`config.mk`:
```
export PLATFORM = sky130hd
export DESIGN_NAME = frame_load_ctrl
export DESIGN_NICKNAME = d
export VERILOG_FILES = /design/src/rtl/frame_pkg.sv /design/src/rtl/raster_counter.sv /design/src/rtl/frame_load_ctrl.sv
export SDC_FILE = /design/constraint.sdc
export NUM_CORES = 1
export LEC_CHECK = 0
export CORE_UTILIZATION = 49
export DETAILED_ROUTE_END_ITERATION = 16
export HOLD_SLACK_MARGIN = 0.08
export PLACE_DENSITY = 0.75
export SLEW_MARGIN = 20
export SYNTH_ARGS = -nofsm -noshare
export SYNTH_HDL_FRONTEND = slang
export SYNTH_SLANG_ARGS = --single-unit
```
`constraint.sdc`:
```
create_clock -name clk -period 3 [get_ports clk]
set_input_delay 0.3 -clock clk [delete_from_list [all_inputs] [get_ports clk]]
set_output_delay 0.3 -clock clk [all_outputs]
set_load 0.1 [all_outputs]
```
`src/rtl/frame_pkg.sv`:
```
// -----------------------------------------------------------------------------
// frame_pkg
//   Types and constants shared by the frame loader and its raster counter.
//   - frame_state_t : loader FSM state encoding
//   - PIX_W         : width of one packed frame-buffer pixel
//   - pack_rgb()    : packs three 8-bit components into one PIX_W word
// -----------------------------------------------------------------------------
package frame_pkg;

    typedef enum logic [1:0] {
        ST_IDLE  = 2'd0,
        ST_LOAD  = 2'd1,
        ST_WRITE = 2'd2,
        ST_DONE  = 2'd3
    } frame_state_t;

    localparam int PIX_W = 24;

    // Red lands in the top byte so the buffer word reads as 0xRRGGBB.
    function automatic logic [PIX_W-1:0] pack_rgb(
        input logic [7:0] r,
        input logic [7:0] g,
        input logic [7:0] b
    );
        return {r, g, b};
    endfunction

endpackage

```
`src/rtl/raster_counter.sv`:
```
// -----------------------------------------------------------------------------
// raster_counter
//   Tracks the column/row position of the next pixel in a frame and the
//   matching linear frame-buffer address. The address is a running counter,
//   so no width*row product is ever formed.
//
// Ports
//   clk     in   clock, rising edge
//   reset   in   synchronous active-high reset
//   clear   in   return col, row and addr to 0 (start of a frame)
//   step    in   one pixel accepted: advance position by one
//   width   in   [15:0] frame width (non-zero while stepping)
//   height  in   [15:0] frame height (non-zero while stepping)
//   addr    out  [ADDR_W-1:0] address of the pixel at the current position
//   last    out  current position is the final pixel of the frame
// -----------------------------------------------------------------------------
module raster_counter
    import frame_pkg::*;
#(
    parameter int ADDR_W = 17
) (
    input  logic              clk,
    input  logic              reset,
    input  logic              clear,
    input  logic              step,
    input  logic [15:0]       width,
    input  logic [15:0]       height,
    output logic [ADDR_W-1:0] addr,
    output logic              last
);

    logic [15:0] col;
    logic [15:0] row;
    logic        col_end;
    logic        row_end;

    assign col_end = (col == width  - 16'd1);
    assign row_end = (row == height - 16'd1);
    assign last    = col_end && row_end;

    always_ff @(posedge clk) begin
        if (reset || clear) begin
            col  <= '0;
            row  <= '0;
            addr <= '0;
        end else if (step) begin
            addr <= addr + ADDR_W'(1);
            if (col_end) begin
                col <= '0;
                row <= row + 16'd1;
            end else begin
                col <= col + 16'd1;
            end
        end
    end

endmodule

```
`src/rtl/frame_load_ctrl.sv`:
```
// -----------------------------------------------------------------------------
// frame_load_ctrl
//   Accepts a frame header (height/width) from an image parser, validates the
//   dimensions, then writes each incoming pixel into a frame buffer at
//   consecutive addresses starting from 0. Reports completion, rejected
//   headers and mid-frame stalls with single-cycle pulses.
//
// Parameters
//   MAX_W, MAX_H  largest accepted frame dimensions
//   ADDR_W        frame-buffer address width (MAX_W*MAX_H must fit)
//   TIMEOUT       idle cycles tolerated between pixels while writing
//
// Ports
//   clk           in   clock, rising edge
//   reset         in   synchronous active-high reset
//   hdr_valid     in   strobe: height/width valid
//   height        in   [15:0] frame height
//   width         in   [15:0] frame width
//   pix_valid     in   strobe: pix_r/g/b valid
//   pix_r/g/b     in   [7:0] pixel components
//   fb_we         out  frame-buffer write enable (one cycle per pixel)
//   fb_addr       out  [ADDR_W-1:0] write address, held while fb_we=0
//   fb_wdata      out  [23:0] packed {r,g,b}, held while fb_we=0
//   busy          out  header being checked or frame being written
//   frame_done    out  pulse after the last pixel's write
//   dim_err       out  pulse when a header is rejected
//   timeout_err   out  pulse when a frame is aborted for a pixel gap
//
// State table
//   state    | meaning
//   ---------+-----------------------------------------------------------
//   ST_IDLE  | waiting for a header; pixels are dropped
//   ST_LOAD  | one cycle: validate latched dims, reset raster position
//   ST_WRITE | writing pixels; gap counter watches for stalls
//   ST_DONE  | one cycle: frame complete, raise frame_done
// -----------------------------------------------------------------------------
module frame_load_ctrl
    import frame_pkg::*;
#(
    parameter int MAX_W   = 320,
    parameter int MAX_H   = 240,
    parameter int ADDR_W  = 17,
    parameter int TIMEOUT = 2**20
) (
    input  logic              clk,
    input  logic              reset,
    input  logic              hdr_valid,
    input  logic [15:0]       height,
    input  logic [15:0]       width,
    input  logic              pix_valid,
    input  logic [7:0]        pix_r,
    input  logic [7:0]        pix_g,
    input  logic [7:0]        pix_b,
    output logic              fb_we,
    output logic [ADDR_W-1:0] fb_addr,
    output logic [PIX_W-1:0]  fb_wdata,
    output logic              busy,
    output logic              frame_done,
    output logic              dim_err,
    output logic              timeout_err
);

    // One extra count of headroom: the counter still advances on the cycle
    // that triggers the timeout.
    localparam int          GAP_W    = $clog2(TIMEOUT + 1);
    localparam logic [15:0] MAX_W_L  = 16'(MAX_W);
    localparam logic [15:0] MAX_H_L  = 16'(MAX_H);
    localparam logic [GAP_W-1:0] GAP_LAST = GAP_W'(TIMEOUT - 1);

    frame_state_t      state;
    frame_state_t      state_nxt;

    logic [15:0]       h_lat;
    logic [15:0]       w_lat;
    logic [GAP_W-1:0]  gap_cnt;

    logic [ADDR_W-1:0] rc_addr;
    logic              rc_last;
    logic              rc_clear;
    logic              rc_step;

    logic              latch_hdr;
    logic              take_pix;
    logic              raise_dim;
    logic              raise_to;
    logic              raise_done;

    logic              dims_bad;
    logic              gap_hit;

    assign dims_bad = (w_lat == 16'd0) || (h_lat == 16'd0) ||
                      (w_lat > MAX_W_L) || (h_lat > MAX_H_L);

    // True on the TIMEOUT-th consecutive WRITE cycle without a pixel.
    assign gap_hit  = (gap_cnt == GAP_LAST);

    assign busy     = (state == ST_LOAD) || (state == ST_WRITE);

    raster_counter #(
        .ADDR_W (ADDR_W)
    ) u_raster (
        .clk    (clk),
        .reset  (reset),
        .clear  (rc_clear),
        .step   (rc_step),
        .width  (w_lat),
        .height (h_lat),
        .addr   (rc_addr),
        .last   (rc_last)
    );

    always_ff @(posedge clk) begin
        if (reset) begin
            state <= ST_IDLE;
        end else begin
            state <= state_nxt;
        end
    end

    always_comb begin
        state_nxt  = state;
        latch_hdr  = 1'b0;
        rc_clear   = 1'b0;
        rc_step    = 1'b0;
        take_pix   = 1'b0;
        raise_dim  = 1'b0;
        raise_to   = 1'b0;
        raise_done = 1'b0;

        unique case (state)
            ST_IDLE: begin
                // A pixel arriving with the header is dropped: nothing
                // below looks at pix_valid in this state.
                if (hdr_valid) begin
                    latch_hdr = 1'b1;
                    state_nxt = ST_LOAD;
                end
            end
            ST_LOAD: begin
                if (dims_bad) begin
                    raise_dim = 1'b1;
                    state_nxt = ST_IDLE;
                end else begin
                    rc_clear  = 1'b1;
                    state_nxt = ST_WRITE;
                end
            end
            ST_WRITE: begin
                if (pix_valid) begin
                    take_pix = 1'b1;
                    rc_step  = 1'b1;
                    if (rc_last) begin
                        state_nxt = ST_DONE;
                    end
                end else if (gap_hit) begin
                    raise_to  = 1'b1;
                    state_nxt = ST_IDLE;
                end
            end
            ST_DONE: begin
                raise_done = 1'b1;
                state_nxt  = ST_IDLE;
            end
            default: begin
                state_nxt = ST_IDLE;
            end
        endcase
    end

    always_ff @(posedge clk) begin
        if (reset) begin
            fb_we       <= 1'b0;
            fb_addr     <= '0;
            fb_wdata    <= '0;
            frame_done  <= 1'b0;
            dim_err     <= 1'b0;
            timeout_err <= 1'b0;
            h_lat       <= '0;
            w_lat       <= '0;
            gap_cnt     <= '0;
        end else begin
            fb_we       <= take_pix;
            frame_done  <= raise_done;
            dim_err     <= raise_dim;
            timeout_err <= raise_to;

            if (take_pix) begin
                fb_addr  <= rc_addr;
                fb_wdata <= pack_rgb(pix_r, pix_g, pix_b);
            end

            if (latch_hdr) begin
                h_lat <= height;
                w_lat <= width;
            end

            if (state == ST_LOAD || take_pix) begin
                gap_cnt <= '0;
            end else if (state == ST_WRITE) begin
                gap_cnt <= gap_cnt + GAP_W'(1);
            end
        end
    end

endmodule

```
# Word level (Yosys, flattened, before mapping)
# Index checks and enable logic that the tools add are counted.
# op_classes
addsub	6
n_lt_le_gt_ge	2
eq_ne	9
mux	16
bitwise_logic	2
n_reduce_logical	15
# ops
cell	n
16-bit by 1-bit adder with 16-bit output (second input constant)	2
16-bit equality test	2
16-bit logical NOT	2
16-bit by 1-bit subtractor with 16-bit output (second input constant)	2
21-bit by 1-bit adder with 21-bit output (second input constant)	1
21-bit by 20-bit equality test with 1-bit output (second input constant)	1
17-bit by 1-bit adder with 17-bit output (second input constant)	1
16-bit by 8-bit > comparator with 1-bit output (second input constant)	1
16-bit by 9-bit > comparator with 1-bit output (second input constant)	1
16-bit two-way mux	1
2-bit two-way mux	5
1-bit two-way mux	9
2-bit case mux with 4 select lines	1
1-bit logical OR	6
3-bit != test (second input constant)	2
2-bit equality test (second input constant)	2
2-bit OR reduction	2
3-bit AND reduction	1
3-bit OR reduction	1
2-bit by 1-bit equality test with 1-bit output (second input constant)	1
2-bit logical NOT	1
2-bit != test (second input constant)	1
1-bit NOT	2
2-bit AND reduction	1
1-bit logical AND	1
# totals
register_bits	149
input_bits	60
wordCells	63

# Longest topological paths before layout
# Gate-level depths: netlist of the first run.
# depth
depth_word	7
ltp_mapped	12
ltp_nobuf	10

# Modules after synthesis
# From an unflattened synthesis of the first run, not the netlist that was laid out.
# unflattened
hier_cells	898
hier_area_um2	7175.6
# by_module_without_submodules
module	n_inst	cells_each	area_per_inst_um2	seq_area_each_um2
frame_load_ctrl	1	475	3814.9	2001.9
raster_counter	1	423	3360.7	980.9

# Least setup slack after synthesis of the first run
# OpenSTA, ideal clock, no wires.
# synth_timing
kind	register to register
startpoint	register w_lat[0]
endpoint	register u_raster.row[12]
setup_time_ns	0.116
t_arrival_ns	2.888
required_time_ns	2.884
path_slack_ns	-0.005
stages_incl_launch_ff	13
path_buffers	2
synth_period_minus_slack_ns	3.005
cell_sequence	dfxtp_1 -> inv_1 -> ha_1 -> or4b_1 -> buf_2 -> or3_4 -> a2111o_1 -> o221ai_1 -> o21ai_2 -> nor4_2 -> buf_2 -> a21oi_1 -> a31o_2
# synth_between
elab_chain_cells	7
# synth_lines
item	line_no	text
from (decl)	frame_load_ctrl.sv:74	logic [15:0] w_lat;
from (signal assigned)	frame_load_ctrl.sv:194	w_lat <= width;
parallel branches: the longest is 7 deep, another holds 16-bit by 1-bit subtractor with 16-bit output	-	
to (signal assigned)	raster_counter.sv:50	row <= row + 16'd1;
to (decl)	raster_counter.sv:33	logic [15:0] row;
# Several ways; the timed one is not identified.
# A chain may end at the register's enable or synchronous reset.

# Worst setup path in the final report of the first run
# layout_timing
startpoint	register w_lat[1]
endpoint	register u_raster.row[12]
# The elaborated chain is that of the path after synthesis.

==> results of run 1 <==
report_power, final:
part	leakage, nW	internal, W	total [W]	switching [W]
combinational	1.88	0.000280	0.000599	0.000320
clock	0.312	0.00135	0.00229	0.000935
sequential	1.21	0.00201	0.00205	0.0000376
state kept, by name (all words and copies together) (netlist names):
register       count
fb_addr           17
u_raster.row      16
fb_wdata          24
fb_we              1
timeout_err        1
frame_done         1
w_lat             16
u_raster.addr     17
dim_err            1
state              2
gap_cnt           21
h_lat             16
u_raster.col      16
cell usage in the layout (no fill, tap or decap), drive strengths merged, types with 4 or more instances in the layout:
master	n
and3	10
nand3	41
o21ai	8
nand2	187
ha	11
clkdlybuf4s50	84
mux2i	9
and2	7
nand2b	14
or3	9
nor4	12
nor2	83
or4	5
xor2	47
a21oi	81
a211o	5
inv	27
buf	56
clkbuf	17
nor2b	5
xnor2	42
dfxtp	149
nand4	21
nor4b	4
nor3	13
and4	5
cell families (layout without fill, tap and decap cells):
family | after synthesis | after routing | synth area share
AO/OA/AOI/OAI | 121 | 121 | 0.102
XOR/XNOR | 89 | 89 | 0.111
adder cells (fa/ha/maj) | 11 | 11 | 0.0197
buffers and inverters | 70 | 191 | 0.0381
flip-flops | 149 | 149 | 0.426
multiplexers | 9 | 9 | 0.0129
AND/OR/NAND/NOR | 428 | 428 | 0.290
metrics by stage:
step	power [W]	setup TNS [ps]
floorplan	0.00245	0
global placement	0.00264	0
detailed placement	0.00264	0
CTS	0.00491	0
global route	0.00512	-121
finish	0.00493	0
what timing repair did:
item | CTS | global route
endpoints found under the setup margin | 0 | 31
setup buffers | 0 | 5
gates resized for setup | 0 | 21
metal layers:
layer / up-vias / global-route usage / wire (um)
met5: - / 0 / 0
met1: 2953 / 0.290 / 7640
met3: 32 / 0.0555 / 658
met2: 125 / 0.382 / 7930
li1: 3178 / - / -
met4: 0 / 0.0872 / 374
cell usage after synthesis, types with 3 or more instances:
library cell | n | area share
nand2_1 | 187 | 0.10
dfxtp_1 | 149 | 0.43
nor2_1 | 83 | 0.045
a21oi_1 | 81 | 0.058
xor2_1 | 47 | 0.059
clkbuf_1 | 44 | 0.024
xnor2_1 | 42 | 0.053
nand3_1 | 41 | 0.029
nand4_1 | 21 | 0.019
inv_1 | 18 | 0.0097
nand2b_1 | 14 | 0.013
nor3_1 | 12 | 0.0086
ha_1 | 11 | 0.020
and3_1 | 10 | 0.0089
nor4_1 | 10 | 0.0089
mux2i_1 | 9 | 0.013
or3_1 | 8 | 0.0072
and2_1 | 7 | 0.0063
o21ai_0 | 6 | 0.0043
a211o_1 | 5 | 0.0063
and4_1 | 5 | 0.0063
buf_1 | 5 | 0.0027
nor2b_1 | 5 | 0.0045
or4_1 | 5 | 0.0054
nor4b_1 | 4 | 0.0050
a31oi_1 | 3 | 0.0027
buf_2 | 3 | 0.0021
nor3b_1 | 3 | 0.0032
o211ai_1 | 3 | 0.0032
o31ai_1 | 3 | 0.0032
worst register-to-register path: cells and delay by family (launching register included):
kind	cells	cell delay [ps]
and+or+nand+nor	3	1220
adders and majority gates	1	130
DFF	1	330
AOI/OAI and AO/OA	5	880
buffers and inverters	2	270
final timing paths:
check,endpoint,slack (ps)
min,h_lat[6],380
max,u_raster.row[12],70
max reg2reg,u_raster.row[12],70
min reg2reg,fb_wdata[6],450
cell type report:
type / count / area share
clock buffer: 17 / 0.0470
timing repair buffer: 141 / 0.144
inverter: 18 / 0.00747
tap: 180 / 0.0249
multi-input combinational: 658 / 0.424
clock inverter: 15 / 0.0232
sequential: 149 / 0.330
==> results.py, run 1 <==
metrics = {
    "logic_synthesis": {
        "synth_nets": 948,
        "synth_edf_count": 0,
        "syn_avg_cell_area_sq_um": 7.98,
        "netlist_instances": 877,
        "ys_seq_area_frac": 0.426,
        "netlist_area_sq_um": 7000,
        "ys_seq_elements": 149,
        "yosysWarnings": 0,
        "synthFlopType": "dfxtp_1",
        "async_flop_share": 0,
        "synth.distinct_cells": 58,
    },
    "sta": {
        "timing.hold.ws_ps": 381,
        "max_freq_mhz": 341,
        "clock_skew_ps": 7.30,
        "tightest_slew_ps": 978,
        "maxSlewHeadroom": 0.346,
        "slew_viol_final": 0,
        "period_needed_ps": 2930,
        "layout_setup_ws_ps": 67.2,
        "finalCritPeriodShare": 0.978,
        "hold_viol_final": 0,
        "setup_viol": 0,
    },
    "worst_setup_path": {
        "worst_setup_path_start_kind": "flop",
        "worst-path-max-fanout": 6,
        "cp_slowest_cell": "or4b_4",
        "crit_path_max_incr_delay_ps": 470,
        "endpoint_kind": "flop",
        "r2r-start": "w_lat[1]",
        "r2r_cells": 11,
        "path_cells": "inv_2 -> ha_4 -> or4b_4 -> or3_4 -> a2111o_1 -> o221ai_2 -> o21ai_4 -> nor4_4 -> buf_4 -> a21oi_2 -> a31o_2",
        "worstPathArrival_ps": 3250,
        "criticalPathCategory": "flop to flop",
        "crit_family": "simple AND/OR/NAND/NOR gates",
        "crit_start": "w_lat[1]",
        "path_depth": 11,
        "crit_buf_inv": 2,
        "worst_ep_required_time_ps": 3320,
    },
    "cells_and_area": {
        "stdcell_area_sq_um": 9050,
        "finalNonFillerCells": 1178,
        "seq_area_sq_um": 2990,
        "diodes": 0,
        "fillers": 1159,
        "fin_util": 0.652,
        "multi_input_area_sq_um": 3830,
        "area_growth_pct": 29.3,
        "drive_above_1_share": 0.116,
        "final_nets": 1056,
    },
    "detailed_routing": {
        "wl_per_cell_um": 14.1,
        "wl_mm": 16.6,
        "route.detailed.drc": 0,
        "via_per_inst": 5.34,
        "drt_iter0_markers": 341,
        "ant_nets": 0,
        "drtPass1Iterations": 5,
        "dr_total_vias": 6288,
    },
    "place": {
        "dpl_worst_slack_ps": 49.2,
        "place_inst": 1140,
        "gp_congestion": 0.911,
        "port_buffers": 105,
        "hpwl_mm": 11.2,
        "place_area_sq_um": 8270,
    },
    "job": {
        "drv_cap": 0,
    },
    "grt": {
        "overflow": 0,
        "grt.total_usage": 0.232,
        "antenna_found_initial": 0,
        "grt_pass1_wl_mm": 27.2,
        "first_global_vias": 5874,
        "grt_start_max_net_pins": 54,
    },
    "run_status": {
        "status": "complete, no violations",
    },
    "die": {
        "start_util": 0.504,
        "num_io_pins": 106,
        "die-width_um": 121,
        "core_sq_um": 13900,
        "num_rows": 43,
        "dieArea_sq_um": 14800,
        "die_h_um": 121,
    },
    "pwr": {
        "power_leakage_nw": 3.40,
        "vdd_ir_drop_max_mv": 0.457,
        "p_per_area_nw_per_um2": 545,
    },
    "min_path": {
        "hold-path-cell-count": 2,
        "hold_path.class": "primary input to flop",
        "hp-start": "reset",
    },
    "clocking": {
        "clk_path_buf_depth": 2,
        "hold_buffers": 0,
        "cts_root_buf": "clkbuf_16",
        "clk_latency_ps": 430,
        "cts_buffers": 17,
        "clkSinkCount": 149,
        "path_clk_slew_ps": 60,
        "h-tree-depth": 4,
        "cts_tree": "done",
    },
}
No activity file was read; power rests on OpenSTA's default activity.
==> inputs of run 2 (changes only) <==
--- a/config.mk
+++ b/config.mk
@@ -6,6 +6,7 @@
 export NUM_CORES = 1
 export LEC_CHECK = 0
 export CORE_UTILIZATION = 49
+export CTS_CLUSTER_SIZE = 10
 export DETAILED_ROUTE_END_ITERATION = 16
 export HOLD_SLACK_MARGIN = 0.08
 export PLACE_DENSITY = 0.75
==> results of run 2 <==
Same layout as run 1: the final DEF is identical, and so are final timing and power.
